===== src/rtl/gate_event_pkg.sv =====
// Shared types and constants for the gate event capture block.
// Latency: none (declarations only).
// Backpressure: none (declarations only).
package gate_event_pkg;

  // Default width of the reported pulse-width field
  localparam int WIDTH_W_DEF = 16;

  // Number of cycles spent in INIT after reset release
  localparam int INIT_CYCLES = 2;

  typedef enum logic {
    INIT    = 1'b0,
    MEASURE = 1'b1
  } state_t;

endpackage


===== src/rtl/gate_event_capture_sync_2ff.sv =====
// Two-flop synchronizer bringing an asynchronous level into the clk domain.
// Latency: 2 cycles from d to q.
// Backpressure: none; free-running.
module sync_2ff (
  input  logic clk,
  input  logic rst_n,
  input  logic d,
  output logic q
);

  logic s1;

  // Metastability filter: s1 may go metastable, q sees a resolved value
  always_ff @(posedge clk or negedge rst_n) begin
    if (!rst_n) begin
      s1 <= 1'b0;
      q  <= 1'b0;
    end else begin
      s1 <= d;
      q  <= s1;
    end
  end

endmodule


===== src/rtl/gate_event_capture.sv =====
// Measures how long a synchronized level stays stable and reports each transition as an event.
// Latency: evt_valid rises on the 3rd rising edge after sig_in changes.
// Backpressure: one-entry event register; transitions arriving while it is held are dropped and flagged.
module gate_event_capture
  import gate_event_pkg::*;
#(
  parameter int WIDTH_W = WIDTH_W_DEF
) (
  input  logic               clk,
  input  logic               rst_n,
  input  logic               sig_in,
  input  logic               clear,
  input  logic               evt_ready,
  output logic               evt_valid,
  output logic               evt_level,
  output logic [WIDTH_W-1:0] evt_width,
  output logic [7:0]         evt_count,
  output logic               evt_overflow
);

  localparam logic [WIDTH_W-1:0] W_MAX     = '1;
  localparam logic [WIDTH_W-1:0] W_ONE     = {{(WIDTH_W-1){1'b0}}, 1'b1};
  localparam logic [1:0]         INIT_LAST = 2'(INIT_CYCLES - 1);

  state_t             state;
  state_t             state_nxt;
  logic [1:0]         init_cnt;
  logic [1:0]         init_cnt_nxt;
  logic               s2;
  logic               s3;
  logic [WIDTH_W-1:0] width_cnt;
  logic [WIDTH_W-1:0] width_cnt_nxt;
  logic [WIDTH_W-1:0] width_cap;
  logic               trans;
  logic               hs;

  sync_2ff u_sync (
    .clk   (clk),
    .rst_n (rst_n),
    .d     (sig_in),
    .q     (s2)
  );

  // Previous synchronized level; tracks s2 in every state so INIT exits with s3 valid
  always_ff @(posedge clk or negedge rst_n) begin
    if (!rst_n) begin
      s3 <= 1'b0;
    end else begin
      s3 <= s2;
    end
  end

  // FSM state register plus the INIT dwell counter
  always_ff @(posedge clk or negedge rst_n) begin
    if (!rst_n) begin
      state    <= INIT;
      init_cnt <= 2'd0;
    end else begin
      state    <= state_nxt;
      init_cnt <= init_cnt_nxt;
    end
  end

  // Next-state: INIT dwells a fixed number of cycles, MEASURE is terminal until reset
  always_comb begin
    state_nxt    = state;
    init_cnt_nxt = init_cnt;
    case (state)
      INIT: begin
        if (init_cnt == INIT_LAST) begin
          state_nxt    = MEASURE;
          init_cnt_nxt = 2'd0;
        end else begin
          init_cnt_nxt = init_cnt + 2'd1;
        end
      end
      MEASURE: state_nxt = MEASURE;
      default: state_nxt = INIT;
    endcase
  end

  // Edge detect, handshake and saturating width arithmetic
  always_comb begin
    trans     = (state == MEASURE) && (s2 != s3);
    hs        = evt_valid && evt_ready;
    width_cap = (width_cnt == W_MAX) ? W_MAX : (width_cnt + W_ONE);
    if ((state != MEASURE) || clear || trans) begin
      width_cnt_nxt = '0;
    end else begin
      width_cnt_nxt = width_cap;
    end
  end

  // Width counter: held at 0 in INIT, restarts on a transition or clear
  always_ff @(posedge clk or negedge rst_n) begin
    if (!rst_n) begin
      width_cnt <= '0;
    end else begin
      width_cnt <= width_cnt_nxt;
    end
  end

  // Event register: clear wins, a handshake frees the slot for a same-cycle transition
  always_ff @(posedge clk or negedge rst_n) begin
    if (!rst_n) begin
      evt_valid    <= 1'b0;
      evt_level    <= 1'b0;
      evt_width    <= '0;
      evt_count    <= 8'd0;
      evt_overflow <= 1'b0;
    end else if (clear) begin
      evt_valid    <= 1'b0;
      evt_count    <= 8'd0;
      evt_overflow <= 1'b0;
    end else begin
      if (hs) begin
        evt_count <= evt_count + 8'd1;
      end
      if (trans && (!evt_valid || hs)) begin
        evt_valid <= 1'b1;
        evt_level <= s3;
        evt_width <= width_cap;
      end else if (trans) begin
        evt_overflow <= 1'b1;
      end else if (hs) begin
        evt_valid <= 1'b0;
      end
    end
  end

endmodule

===== config.mk =====
export PLATFORM = sky130hd
export DESIGN_NAME = gate_event_capture
export DESIGN_NICKNAME = d
export VERILOG_FILES = /design/src/rtl/gate_event_pkg.sv /design/src/rtl/gate_event_capture_sync_2ff.sv /design/src/rtl/gate_event_capture.sv
export SDC_FILE = /design/constraint.sdc
export NUM_CORES = 1
export LEC_CHECK = 0
export BUFFER_PORTS_ARGS = -buffer_cell sky130_fd_sc_hd__buf_2
export CORE_MARGIN = 5
export CORE_UTILIZATION = 45
export DETAILED_ROUTE_END_ITERATION = 10
export PLACE_DENSITY = 0.74
export SKIP_CTS_REPAIR_TIMING = 1
export SLEW_MARGIN = 20
export SYNTH_ARGS = -nofsm -noshare
export SYNTH_HDL_FRONTEND = slang
export SYNTH_HIERARCHICAL = 1
export SYNTH_SLANG_ARGS = --single-unit

===== constraint.sdc =====
create_clock -name clk -period 3.6 [get_ports clk]
set_clock_uncertainty 0.15 [all_clocks]
set_input_delay 0.72 -clock clk [delete_from_list [all_inputs] [get_ports clk]]
set_output_delay 0.72 -clock clk [all_outputs]
set_load 0.03 [all_outputs]

==> results.cfg <==
[run_status]
run_status = finished clean

[worst_hold_path]
worstHoldPathType = flip-flop to flip-flop

[routing]
drt_iter0_drc = 90
drt_first_pass_iters = 4
vias = 1532
final_antenna_violating_net_count = 0
wl_microns = 3976
viasPerCell = 5.413
route.detailed.drc = 0
drt-wirelength-per-cell_microns = 14.05

[cts]
cts_sinks = 49
clock-root-buffer = sky130_fd_sc_hd__clkbuf_8
clkTransAtPathRegs_ns = 0.08
max-clock-path-buffers = 2
worst_skew_pair.late_latency_ns = 0.30
clock_tree_from_tritoncts = built
cts-buffers-inserted = 5
cts-htree-levels = 2

[power_and_ir_drop]
power.switching_fraction = 0.3010
p_int_uw = 786.9
pwr_density_cell_nw_per_um2 = 478.1
p_sw_uw = 338.8
clock_power_share = 0.273
static-leakage-power_uw = 0.001033
post-layout-total-power_uw = 1126
seqPwrFrac = 0.547
combPwrFrac = 0.180
max-vdd-ir-drop_uv = 242.7

[sta]
final_max_slew_viol_count = 0
slew_headroom = 0.4546
setup_total_negative_slack_ns = 0
setup_repair_after_global_routing_missed_its_margin = no
setup_viol = 0
timing.fmax_ghz = 0.4452
min_period_ns = 2.246
finalHoldViolations = 0
timing_worst_slew_pin_value_ns = 0.8175
fin_crit_sh = 0.6240

[grt]
grt_antenna_before_repair = 0
grt_start_max_net_pins = 50
grt_use_total = 0.1431
global_route_wire_length_before_repair_microns = 6906
grt_pass1_vias = 1460
grt-ovfl-total = 0

[placed_design]
gp_congestion = 0.7542
dp_hpwl_microns = 2773
port_buffers = 31
post_dp_cell_area_sq_um = 2272

[yosys]
synth_cell_type_count = 30
number_of_synthesized_flops_with_an_enable_pin = 0
synth_largest_type_area_fraction = 0.5861
ys_ff_latch = 49
post_synth.cell_area_avg_sq_um = 10.46
postSynth.topFlopCell = sky130_fd_sc_hd__dfrtp_1
postSynth.asyncResetShare = 1.000
synth_fp_nets = 207
synthTopCellsByArea = sky130_fd_sc_hd__dfrtp_1 (59%), sky130_fd_sc_hd__a21oi_1 (6.5%), sky130_fd_sc_hd__xnor2_1 (6.3%)
yosysWarnings = 6
netlist_area_sq_um = 2092
synth.largest_area_cell = sky130_fd_sc_hd__dfrtp_1
synth_seq_area_share = 0.5861
postSynthCellCount = 200

[worst_setup_path]
cp.arrival_ns = 2.31
cp_max_fo = 14
critical_path_class = flip-flop to flip-flop
worst_setup_path_start_kind = flip-flop
cp.required_ns = 3.67
worst_setup_path_end_kind = flip-flop

[die]
core_sq_um = 4444
dieHeight_microns = 78.18
pin_count = 32
initial_core_util = 0.4707
dieWidth_microns = 78.18
row_count = 24
design.die.area_sq_um = 6112

[cells_and_area]
design_area_sq_um = 2355
area_delta_synth_final_pct = 12.56
antenna_cells = 0
drive_gt1_frac = 0.1818
nets = 237
filler_cell_count = 417

[run]
max_cap_violations = 0
layer usage:
| metal | track usage | up-vias | share of wire |
|---|---|---|---|
| li1 | - | 752 | - |
| met1 | 0.1783 | 740 | 0.45 |
| met2 | 0.2286 | 34 | 0.48 |
| met3 | 0.05034 | 6 | 0.049 |
| met4 | 0.05769 | 0 | 0.019 |
| met5 | 0 | - | 0 |
stage by stage:
step	hold WS [ns]	cells	util	setup WS (ns)
finish	0.2073	283	0.5298	1.354
detailed placement	0.1905	275	0.5113	1.294
global placement	0.1916	275	0.5113	1.350
CTS	0.2097	283	0.5293	1.356
floorplan	0.1812	200	-	1.654
global route	0.2245	283	0.5298	1.261
synth_stat cells (all sizes together), types with 2 or more instances:
| cell type | number |
|---|---|
| a21oi | 27 |
| a31o | 2 |
| a31oi | 6 |
| buf | 3 |
| clkbuf | 5 |
| dfrtp | 49 |
| ha | 2 |
| inv | 5 |
| nand2 | 10 |
| nand3 | 8 |
| nand4 | 7 |
| nor2 | 34 |
| nor3 | 6 |
| nor4 | 5 |
| or3 | 2 |
| xnor2 | 15 |
| xor2 | 4 |
power by group through the flow:
stage / combinational, uW / sequential, uW / clock [uW]
after floorplan: 56.7 / 709 / 0
after global placement: 203 / 628 / 0
after detailed placement: 207 / 627 / 0
after CTS: 208 / 617 / 317
after global routing: 222 / 622 / 340
final: 203 / 616 / 307
worst paths after layout:
| path | from | endpoint | slack, ns | depth (start not counted) |
|---|---|---|---|---|
| worst max-delay path | width_cnt[0] | evt_width[0] | 1.35 | 4 |
| worst min-delay path | u_sync/s1 | u_sync/q | 0.21 | 0 |
| worst max register to register | width_cnt[0] | evt_width[0] | 1.35 | 4 |
| worst min register to register | u_sync/s1 | u_sync/q | 0.21 | 0 |
| max in group asynchronous | rst_n | evt_width[0] | 2.61 | 1 |
| min in group asynchronous | rst_n | evt_level | 0.27 | 1 |
cells by family (layout without fill, tap and decap cells):
group	Yosys count	count (layout)	synth area share
xor gates and xnor gates	19	19	0.07955
muxes	1	1	0.005382
DFF	49	49	0.5861
adders and majority gates	2	2	0.01196
and+or+nand+nor	77	77	0.1836
buffers and inverters	13	44	0.02811
AOI/OAI and AO/OA	39	39	0.1053
cell usage in the layout, fill, tap and decap left out, types with 5 or more instances in the layout:
cell	netlist	final
sky130_fd_sc_hd__clkbuf_8	0	5
sky130_fd_sc_hd__a31oi_1	6	6
sky130_fd_sc_hd__nor3_1	6	6
sky130_fd_sc_hd__a21oi_1	27	27
sky130_fd_sc_hd__xnor2_1	15	15
sky130_fd_sc_hd__inv_1	5	5
sky130_fd_sc_hd__nand2_1	10	10
sky130_fd_sc_hd__nor2_1	34	34
sky130_fd_sc_hd__nand4_1	6	6
sky130_fd_sc_hd__nand3_1	8	8
sky130_fd_sc_hd__dfrtp_1	49	49
sky130_fd_sc_hd__buf_2	2	30
worst max-delay path: stages (launching register included):
cell                      delay (ns)
sky130_fd_sc_hd__dfrtp_1        0.47
sky130_fd_sc_hd__ha_1           0.29
sky130_fd_sc_hd__nand4_4        0.18
sky130_fd_sc_hd__or4_1          0.82
sky130_fd_sc_hd__a31oi_1        0.26
cell type report:
| type | instances | area [sq um] | share of cell area |
|---|---|---|---|
| sequential | 49 | 1226 | 0.5207 |
| multi-input combinational | 138 | 807.0 | 0.3427 |
| timing repair buffer | 31 | 157.7 | 0.06695 |
| clock buffer | 8 | 80.08 | 0.03401 |
| tap | 52 | 65.06 | 0.02763 |
| inverter | 5 | 18.77 | 0.007970 |
registers in the layout (all words and copies together) (netlist names):
register,count
evt_overflow,1
init_cnt,2
u_sync/q,1
evt_width,16
u_sync/s1,1
evt_level,1
s3,1
evt_count,8
evt_valid,1
state,1
width_cnt,16
No activity file was read; power rests on OpenSTA's default activity.
